--- config.mk ---
export PLATFORM = sky130hd
export DESIGN_NAME = reg_file_sb
export DESIGN_NICKNAME = d
export VERILOG_FILES = /design/src/rtl/reg_file_pkg.sv /design/src/rtl/reg_file_scoreboard.sv /design/src/rtl/reg_file_sb.sv
export SDC_FILE = /design/constraint.sdc
export NUM_CORES = 1
export LEC_CHECK = 0
export BUFFER_PORTS_ARGS = -buffer_cell sky130_fd_sc_hd__buf_2
export CAP_MARGIN = 20
export CORE_MARGIN = 5
export CORE_UTILIZATION = 43
export CTS_CLUSTER_DIAMETER = 200
export DETAILED_ROUTE_END_ITERATION = 6
export PLACE_DENSITY = 0.7
export SYNTH_ARGS = -nofsm -noshare
export SYNTH_HDL_FRONTEND = slang
export SYNTH_SLANG_ARGS = --single-unit
--- constraint.sdc ---
create_clock -name clk -period 2.94 [get_ports clk]
set_input_delay 0.294 -clock clk [delete_from_list [all_inputs] [get_ports clk]]
set_output_delay 0.294 -clock clk [all_outputs]
set_load 0.005 [all_outputs]
--- src/rtl/reg_file_pkg.sv ---
// Shared definitions for the LC3 pipelined register file slice.
// Holds the default geometry (data width, address width, read port count)
// and a helper that derives the register count from the address width.
// Build option: REG_FILE_BYPASS_EN (see reg_file_sb) enables write-to-read
// forwarding; the default build has no forwarding path.
package reg_file_pkg;

  localparam int DEF_DATA_W = 16;
  localparam int DEF_ADDR_W = 3;
  localparam int DEF_NRD    = 2;

  // Every address value is a real register, so the count is a full power of two.
  function automatic int nregs(input int addr_w);
    return 1 << addr_w;
  endfunction

endpackage

--- src/rtl/reg_file_scoreboard.sv ---
// Per-register busy scoreboard for the LC3 pipeline.
// Decode reserves a destination register (rsv_*), writeback releases it (wr_*).
// Ports:
//   clk       system clock, all state on the rising edge
//   reset     synchronous active-low reset (0 = reset)
//   wr_en     writeback strobe, releases busy[wr_addr]
//   wr_addr   writeback register index
//   rsv_en    reserve request from decode, sets busy[rsv_addr]
//   rsv_addr  register to reserve
//   busy_vec  live scoreboard, bit i = register i busy
//   rsv_err   one-cycle pulse: a reserve hit a register that was still busy
module reg_file_scoreboard
  import reg_file_pkg::*;
#(
  parameter int ADDR_W = DEF_ADDR_W,
  localparam int NREGS = nregs(ADDR_W)
) (
  input  logic              clk,
  input  logic              reset,
  input  logic              wr_en,
  input  logic [ADDR_W-1:0] wr_addr,
  input  logic              rsv_en,
  input  logic [ADDR_W-1:0] rsv_addr,
  output logic [NREGS-1:0]  busy_vec,
  output logic              rsv_err
);

  logic [NREGS-1:0] busy_next;
  logic             err_next;

  // Release is applied before reserve, so a same-cycle write and reserve on
  // one register leave it busy: the new reservation belongs to a younger
  // instruction and must survive the older one's writeback.
  // A reserve only counts as a collision if the register stays busy after
  // this cycle's writeback has been taken into account.
  always_comb begin
    busy_next = busy_vec;
    if (wr_en) busy_next[wr_addr] = 1'b0;
    if (rsv_en) busy_next[rsv_addr] = 1'b1;
    err_next = rsv_en && busy_vec[rsv_addr] && !(wr_en && (wr_addr == rsv_addr));
  end

  always_ff @(posedge clk) begin
    if (!reset) begin
      busy_vec <= '0;
      rsv_err  <= 1'b0;
    end else begin
      busy_vec <= busy_next;
      rsv_err  <= err_next;
    end
  end

endmodule

--- src/rtl/reg_file_sb.sv ---
// Multi-port register file with per-register scoreboard for the pipelined
// LC3 datapath: one write port, NRD registered read ports (1-cycle latency),
// each read also reporting the busy bit so issue logic can stall on RAW hazards.
// Ports:
//   clk       system clock, all state on the rising edge
//   reset     synchronous active-low reset (0 = reset)
//   wr_en     writeback strobe
//   wr_addr   writeback register index
//   wr_data   writeback data
//   rsv_en    reserve (mark busy) request from decode
//   rsv_addr  register to reserve
//   rsv_err   one-cycle pulse: reserve hit an already-busy register
//   rd_en     per-port read strobe (port p = bit p)
//   rd_addr   port p address at [p*ADDR_W +: ADDR_W]
//   rd_data   port p data at [p*DATA_W +: DATA_W], holds when rd_en[p]=0
//   rd_busy   port p busy bit captured with the read, holds when rd_en[p]=0
//   busy_vec  live scoreboard, bit i = register i busy
// Build option REG_FILE_BYPASS_EN: a read of the register being written in
// the same cycle returns wr_data and the post-write busy state. Without it
// the read returns the old register contents and old busy bit.
module reg_file_sb
  import reg_file_pkg::*;
#(
  parameter int DATA_W = DEF_DATA_W,
  parameter int ADDR_W = DEF_ADDR_W,
  parameter int NRD    = DEF_NRD,
  localparam int NREGS = nregs(ADDR_W)
) (
  input  logic                  clk,
  input  logic                  reset,
  input  logic                  wr_en,
  input  logic [ADDR_W-1:0]     wr_addr,
  input  logic [DATA_W-1:0]     wr_data,
  input  logic                  rsv_en,
  input  logic [ADDR_W-1:0]     rsv_addr,
  output logic                  rsv_err,
  input  logic [NRD-1:0]        rd_en,
  input  logic [NRD*ADDR_W-1:0] rd_addr,
  output logic [NRD*DATA_W-1:0] rd_data,
  output logic [NRD-1:0]        rd_busy,
  output logic [NREGS-1:0]      busy_vec
);

  logic [DATA_W-1:0] mem [NREGS];
  logic [DATA_W-1:0] rd_data_next [NRD];
  logic [NRD-1:0]    rd_busy_next;
  logic [ADDR_W-1:0] addr;

  reg_file_scoreboard #(
    .ADDR_W(ADDR_W)
  ) u_scoreboard (
    .clk     (clk),
    .reset   (reset),
    .wr_en   (wr_en),
    .wr_addr (wr_addr),
    .rsv_en  (rsv_en),
    .rsv_addr(rsv_addr),
    .busy_vec(busy_vec),
    .rsv_err (rsv_err)
  );

  // Storage array; reset clears every register so the datapath starts from
  // a known architectural state.
  always_ff @(posedge clk) begin
    if (!reset) begin
      for (int i = 0; i < NREGS; i++) mem[i] <= '0;
    end else if (wr_en) begin
      mem[wr_addr] <= wr_data;
    end
  end

  // Read muxes: value and busy bit as they stand before this edge's updates,
  // optionally overridden by the forwarding path when the write port targets
  // the same register.
  always_comb begin
    addr         = '0;
    rd_busy_next = '0;
    for (int p = 0; p < NRD; p++) begin
      addr            = rd_addr[p*ADDR_W +: ADDR_W];
      rd_data_next[p] = mem[addr];
      rd_busy_next[p] = busy_vec[addr];
`ifdef REG_FILE_BYPASS_EN
      if (wr_en && (wr_addr == addr)) begin
        rd_data_next[p] = wr_data;
        rd_busy_next[p] = rsv_en && (rsv_addr == addr);
      end
`endif
    end
  end

  // Read output registers; a port without a strobe keeps its last result so
  // issue logic can keep looking at it while stalled.
  always_ff @(posedge clk) begin
    if (!reset) begin
      rd_data <= '0;
      rd_busy <= '0;
    end else begin
      for (int p = 0; p < NRD; p++) begin
        if (rd_en[p]) begin
          rd_data[p*DATA_W +: DATA_W] <= rd_data_next[p];
          rd_busy[p]                  <= rd_busy_next[p];
        end
      end
    end
  end

endmodule
==> results of run 1 <==
[where the power goes]
part,leakage (nW),switching [mW],internal [mW],total (mW)
sequential,1.59,0.0834,2.76,2.84
combinational,1.95,0.383,0.302,0.685
clock,0.302,0.951,1.32,2.27
[registers in the layout, indices dropped and copies added (netlist names)]
register / flops
rd_data: 32
u_scoreboard.rsv_err: 1
mem: 128
rd_busy: 2
u_scoreboard.busy_vec: 8
[layer usage]
layer  up-vias  routed length (microns)  global-route usage, %
met3        44                     1700                   4.70
li1       2733                        -                      -
met1      2882                     9450                   25.9
met4         4                      499                   7.66
met5         -                       23                      0
met2       215                    10600                   32.5
[metrics by stage]
step / setup WS (ns) / area [sq um] / std cells / hold slack, ns
after floorplan: 0.645 / 8590 / 683 / 0.400
after global placement: 0.952 / 9220 / 1009 / 0.496
after detailed placement: 0.908 / 9220 / 1009 / 0.508
after CTS: 1.30 / 9820 / 1041 / 0.103
after global routing: 1.24 / 9820 / 1041 / 0.120
final: 1.25 / 9820 / 1041 / 0.123
[worst max-delay path, cell delays in order]
cell and delay, ns:
buf_4 0.44, buf_4 0.38, mux2_2 0.38, o22ai_1 0.20
a221o_1 0.17, a21oi_1 0.07
[cell usage in the layout, fill, tap and decap left out, drive strengths merged, types with 9 or more instances in the layout]
master,Yosys,final
buf,30,112
clkbuf,21,21
o22ai,40,40
nor2,9,9
a21oi,34,34
edfxtp,128,128
mux2,68,68
mux2i,69,69
and2,128,128
inv,8,15
a221o,34,34
dfxtp,43,43
o21ai,40,40
[final cells by class]
cell class | instances | area (sq um)
multi-input combinational | 453 | 3500
tap | 265 | 332
clock buffer | 21 | 503
fill | 1748 | 9770
inverter | 8 | 30.0
sequential | 171 | 4700
timing repair buffer | 112 | 656
clock inverter | 11 | 98.8
[worst max path at each step]
stage | to | cells after the start | slack [ns]
floorplan | mem[3][0] | 3 | 0.64
global placement | rd_data[14] | 6 | 0.95
detailed placement | rd_data[3] | 6 | 0.91
CTS | rd_data[16] | 6 | 1.30
global route | rd_data[16] | 6 | 1.24
finish | rd_data[16] | 6 | 1.25
[logic make-up after synthesis]
kind of cell,count (synthesis),synth area share [%]
compound gates,153,11.7
simple gates,158,11.1
buf+inv,59,4.60
xor+xnor,3,0.306
mux,139,17.5
flops,171,54.8
==> impl_metrics.env, run 1 <==
export IMPL_min_path_type="primary input to flop"
export IMPL_drt_iter0_markers=486
export IMPL_clock_sinks=171
export IMPL_cts_buffer_depth=2
export IMPL_synthCells=683
export IMPL_avgViaCountPerCell=5.65
export IMPL_routed_wl_microns=22300
export IMPL_cts_tree="yes"
export IMPL_crit_fanout=37
export IMPL_rows=51
export IMPL_grt_use_total_pct=20.0
export IMPL_finalSetupTns_ns=0
export IMPL_worstMarginPinSlew_ns=0.809
export IMPL_diodes=0
export IMPL_ys_seq_area_share_pct=54.8
export IMPL_timing_hold_violations_final=0
export IMPL_synthToLayoutAreaGrowth_pct=14.4
export IMPL_wire_per_inst_microns=21.4
export IMPL_synth_edff_count=128
export IMPL_post_route_util_pct=50.1
export IMPL_fin_crit_sh_pct=57.3
export IMPL_grt_pass1_wl_microns=33800
export IMPL_coreArea_sq_um=19600
export IMPL_rsz0062_at_grt="false"
export IMPL_clk_latency_ns=0.43
export IMPL_worstPathRequired_ns=3.24
export IMPL_grt_pass1_vias=5912
export IMPL_rr_worst_depth=4
export IMPL_port_buffers=76
export IMPL_async_flop_share_pct=0
export IMPL_dieArea_sq_um=22900
export IMPL_cts_buffers=17
export IMPL_end_kind="flop"
export IMPL_via_count=5878
export IMPL_synth_top_cell_by_area="edfxtp_1"
export IMPL_post_route_min_period_ns=1.69
export IMPL_ir_drop_mv=0.349
export IMPL_rr_startpoint="mem[3][3]"
export IMPL_root_buffer="clkbuf_16"
export IMPL_slew_headroom_pct=45.9
export IMPL_avgSynthCellArea_sq_um=12.6
export IMPL_critPathLaunchType="primary input"
export IMPL_path_clk_slew_ns=0.07
export IMPL_ys_types=30
export IMPL_r2r_end="rd_data[19]"
export IMPL_start_util_pct=43.8
export IMPL_cts_hold_buf=0
export IMPL_synth_ff_type="edfxtp_1"
export IMPL_hpwlAfterDp_microns=15400
export IMPL_grt_ovfl_total=0
export IMPL_power_density_nw_per_um2=590
export IMPL_io_pins=77
export IMPL_antenna_found_initial=3
export IMPL_cts_resized=0
export IMPL_setup_violations=0
export IMPL_drc=0
export IMPL_critical_path_startpoint="rd_addr[5]"
export IMPL_drt_first_pass_iters=5
export IMPL_cellLeakagePower_nw=3.84
export IMPL_post_cts_buffers=0
export IMPL_synth_net_count=717
export IMPL_hp_start="rsv_en"
export IMPL_yosys_top_cells_area="edfxtp_1, dfxtp_1, and2_1"
export IMPL_power_mw=5.80
export IMPL_min_path_cells=3
export IMPL_fmax_mhz=593
export IMPL_die_w_microns=151
export IMPL_synth_seq_cells=171
export IMPL_htree_levels=4
export IMPL_max_cap_violations=0
export IMPL_place_congestion=0.825
export IMPL_drtAntennaViolNets=0
export IMPL_cp_arrival_ns=1.98
export IMPL_grt_max_degree=38
export IMPL_die_h_microns=151
export IMPL_status="completed"
export IMPL_drive_above_1_share_pct=28.2
export IMPL_nNetsFinal=797
export IMPL_yosysWarnings=0
export IMPL_path_class="primary input to flop"
export IMPL_synth_top_cell_area_share_pct=44.8
export IMPL_skew_ns=0.00642
export IMPL_r2r_slack_ns=1.54
export IMPL_maxSlewViolCount=0
export IMPL_syn_cell_area_sq_um=8590
export IMPL_synth_common_cells="and2_1, edfxtp_1, mux2i_1, mux2_2, dfxtp_1"
export IMPL_min_to="u_scoreboard.rsv_err"
No activity file was read; power rests on OpenSTA's default activity.
==> inputs of run 2 (changes only) <==
Settings changed: ABC_AREA from default to 1.
Clock period 2.94 ns to 1.75 ns, I/O delays scaled along.
==> impl_metrics.env, run 2 <==
export IMPL_status="completed"
export IMPL_synthCells=1174
export IMPL_via_count=8263
export IMPL_synth_seq_cells=171
export IMPL_synth_common_cells="nand2_1, nand3_1, inv_1, nor2_1, edfxtp_1"
export IMPL_dieArea_sq_um=24200
export IMPL_crit_path_max_incr_delay_ns=0.42
export IMPL_cp_arrival_ns=0.99
export IMPL_clock_sinks=171
export IMPL_path_buf_inv=1
export IMPL_rr_startpoint="mem[5][15]"
export IMPL_diodes=0
export IMPL_largest_reg_flops=128
export IMPL_power_mw=9.91
export IMPL_intPower_mw=7.16
export IMPL_p_seq_share_pct=47.5
export IMPL_pwr_share_comb_pct=14.0
export IMPL_worstPathRequired_ns=1.57
export IMPL_grt_pass1_vias=7826
export IMPL_path_class="flop to output port"
export IMPL_skew_ns=0.0106
export IMPL_post_route_util_pct=49.5
export IMPL_synth_top_cell_area_share_pct=42.2
export IMPL_drt_iter0_markers=945
export IMPL_clk_latency_ns=0.43
export IMPL_drtAntennaViolNets=0
export IMPL_root_buffer="clkbuf_16"
export IMPL_reg_top3="mem x128, rd_data x32, u_scoreboard.busy_vec x8"
export IMPL_cellLeakagePower_nw=4.93
export IMPL_path_clk_slew_ns=0.07
export IMPL_grt_pass1_wl_microns=44300
export IMPL_setup_violations=0
export IMPL_post_cts_buffers=0
export IMPL_critPathLaunchType="flop"
export IMPL_post_route_min_period_ns=1.17
export IMPL_ir_drop_mv=0.601
export IMPL_drc=0
export IMPL_slowest_stage="dfxtp_1"
export IMPL_yosys_top_cells_area="edfxtp_1, nand2_1, nand3_1"
export IMPL_layout_commonest_cell="nand2_1"
export IMPL_most_common_layout_cells="nand2_1, nand3_1, inv_1"
export IMPL_synth_net_count=1208
export IMPL_seq_area_sq_um=4700
export IMPL_max_cap_violations=0
export IMPL_cts_buffer_depth=2
export IMPL_postPlaceCellArea_sq_um=9790
export IMPL_die_w_microns=156
export IMPL_avgSynthCellArea_sq_um=7.76
export IMPL_synthToLayoutAreaGrowth_pct=14.0
export IMPL_die_h_microns=156
export IMPL_synthMuxAreaShare_pct=0
export IMPL_syn_cell_area_sq_um=9110
export IMPL_slew_headroom_pct=58.9
export IMPL_p_sw_mw=2.75
export IMPL_hpwlAfterDp_microns=18300
export IMPL_grt_use_total_pct=23.7
export IMPL_synth_edff_count=128
export IMPL_clock_power_share_pct=38.5
export IMPL_rows=53
export IMPL_synth_compound_area_share_pct=5.30
export IMPL_drt_first_pass_iters=6
export IMPL_yosysWarnings=0
export IMPL_coreArea_sq_um=21000
export IMPL_ys_types=21
export IMPL_timing_hold_violations_final=0
export IMPL_grt_max_degree=69
export IMPL_async_flop_share_pct=0
export IMPL_crit_fanout=2
export IMPL_synth_top_family_by_area="simple AND/OR/NAND/NOR gates"
export IMPL_fin_crit_sh_pct=66.7
export IMPL_synthSimpleGateAreaFrac_pct=31.3
export IMPL_synth_fa_ha_area_share_pct=0
export IMPL_worstMarginPinSlew_ns=0.616
export IMPL_power_density_nw_per_um2=955
export IMPL_finalSetupTns_ns=0
export IMPL_htree_levels=4
export IMPL_critical_path_top_delay_family="flip-flops"
export IMPL_rsz0062_at_grt="false"
export IMPL_wire_per_inst_microns=18.6
export IMPL_min_path_type="primary input to flop"
export IMPL_cp_cell_sequence="buf_2"
export IMPL_fill_cells=2033
export IMPL_place_congestion=0.928
export IMPL_synth_ff_type="edfxtp_1"
export IMPL_cts_resized=0
export IMPL_synth_top_cell_by_area="edfxtp_1"
export IMPL_nNetsFinal=1268
export IMPL_drive_above_1_share_pct=13.2
export IMPL_critical_path_startpoint="rd_data[28]"
export IMPL_swShare_pct=27.8
export IMPL_cts_hold_buf=0
export IMPL_grt_ovfl_total=0
export IMPL_ys_seq_area_share_pct=51.6
export IMPL_hp_start="rsv_en"
export IMPL_port_buffers=76
export IMPL_yosysMostFrequentCell="nand2_1"
export IMPL_cts_tree="yes"
export IMPL_routed_wl_microns=28400
export IMPL_multi_input_area_sq_um=3340
export IMPL_antenna_found_initial=0
export IMPL_synth_xor_area_share_pct=0
export IMPL_io_pins=77
export IMPL_start_util_pct=43.5
export IMPL_fmax_mhz=857
export IMPL_largest_register="mem"
export IMPL_end_kind="output port"
export IMPL_fin_area_sq_um=10400
export IMPL_avgViaCountPerCell=5.43
export IMPL_cts_buffers=17
export IMPL_maxSlewViolCount=0
[run 2: cell count changes after synthesis, sizes merged, moves of 7 or more]
cell / previous run / this run
nand2: 6 / 324
nand3: 2 / 212
inv: 8 / 166
nor2: 9 / 139
and2: 128 / 0
mux2i: 69 / 0
mux2: 68 / 0
a221o: 34 / 0
o22ai: 40 / 9
buf: 30 / 50
nand2b: 7 / 0
[run 2: worst register-to-register path, cell delays in order (launching register included)]
cell and delay, ns:
edfxtp_1 0.38, inv_1 0.08, nand2_1 0.05, nand3_1 0.10, nand3_1 0.14, nand2_1 0.19, a21oi_1 0.09
[run 2: cell type report]
type                    instances  share of cell area, %
flip-flops and latches        171                   45.3
multi-input cells             762                   32.1
repair buffers                112                   7.35
inverters                     170                   6.17
clock buffers                  20                   4.50
well taps                     275                   3.31
clock inverters                12                   1.21
[run 2: power groups by stage]
| stage | logic, mW | registers [mW] | clock network, mW |
|---|---|---|---|
| global route | 1.53 | 4.73 | 4.01 |
| finish | 1.39 | 4.70 | 3.82 |
| floorplan | 0.862 | 4.78 | 0 |
| global placement | 1.35 | 4.78 | 0 |
| CTS | 1.37 | 4.70 | 3.85 |
| detailed placement | 1.36 | 4.79 | 0 |
[run 2: routing by layer]
| metal | vias to the layer above | track usage [%] | part of all wire, % |
|---|---|---|---|
| met2 | 487 | 36.9 | 45 |
| met4 | 0 | 10.5 | 4.5 |
| met5 | - | 0 | 0 |
| met1 | 3841 | 32.3 | 40 |
| met3 | 65 | 4.38 | 10 |
| li1 | 3870 | - | - |
[run 2: logic make-up after synthesis]
kind of cell / Yosys count
flops: 171
simple gates: 675
compound gates: 87
buf+inv: 241
[run 2: worst paths after layout]
path                            depth (start not counted)                   end  slack, ns
worst min register to register                          2            rd_data[5]       0.53
worst max-delay path                                    1           rd_data[28]       0.58
worst min-delay path                                    5  u_scoreboard.rsv_err       0.08
worst max register to register                          6           rd_data[31]       0.60
[run 2: metrics by stage]
| stage | hold WS, ns | setup slack, ns | instances |
|---|---|---|---|
| after global routing | 0.107 | 0.522 | 1522 |
| after detailed placement | 0.504 | 0.356 | 1490 |
| after CTS | 0.0703 | 0.591 | 1522 |
| after floorplan | 0.365 | 0.291 | 1174 |
| final | 0.0824 | 0.583 | 1522 |
| after global placement | 0.498 | 0.372 | 1490 |
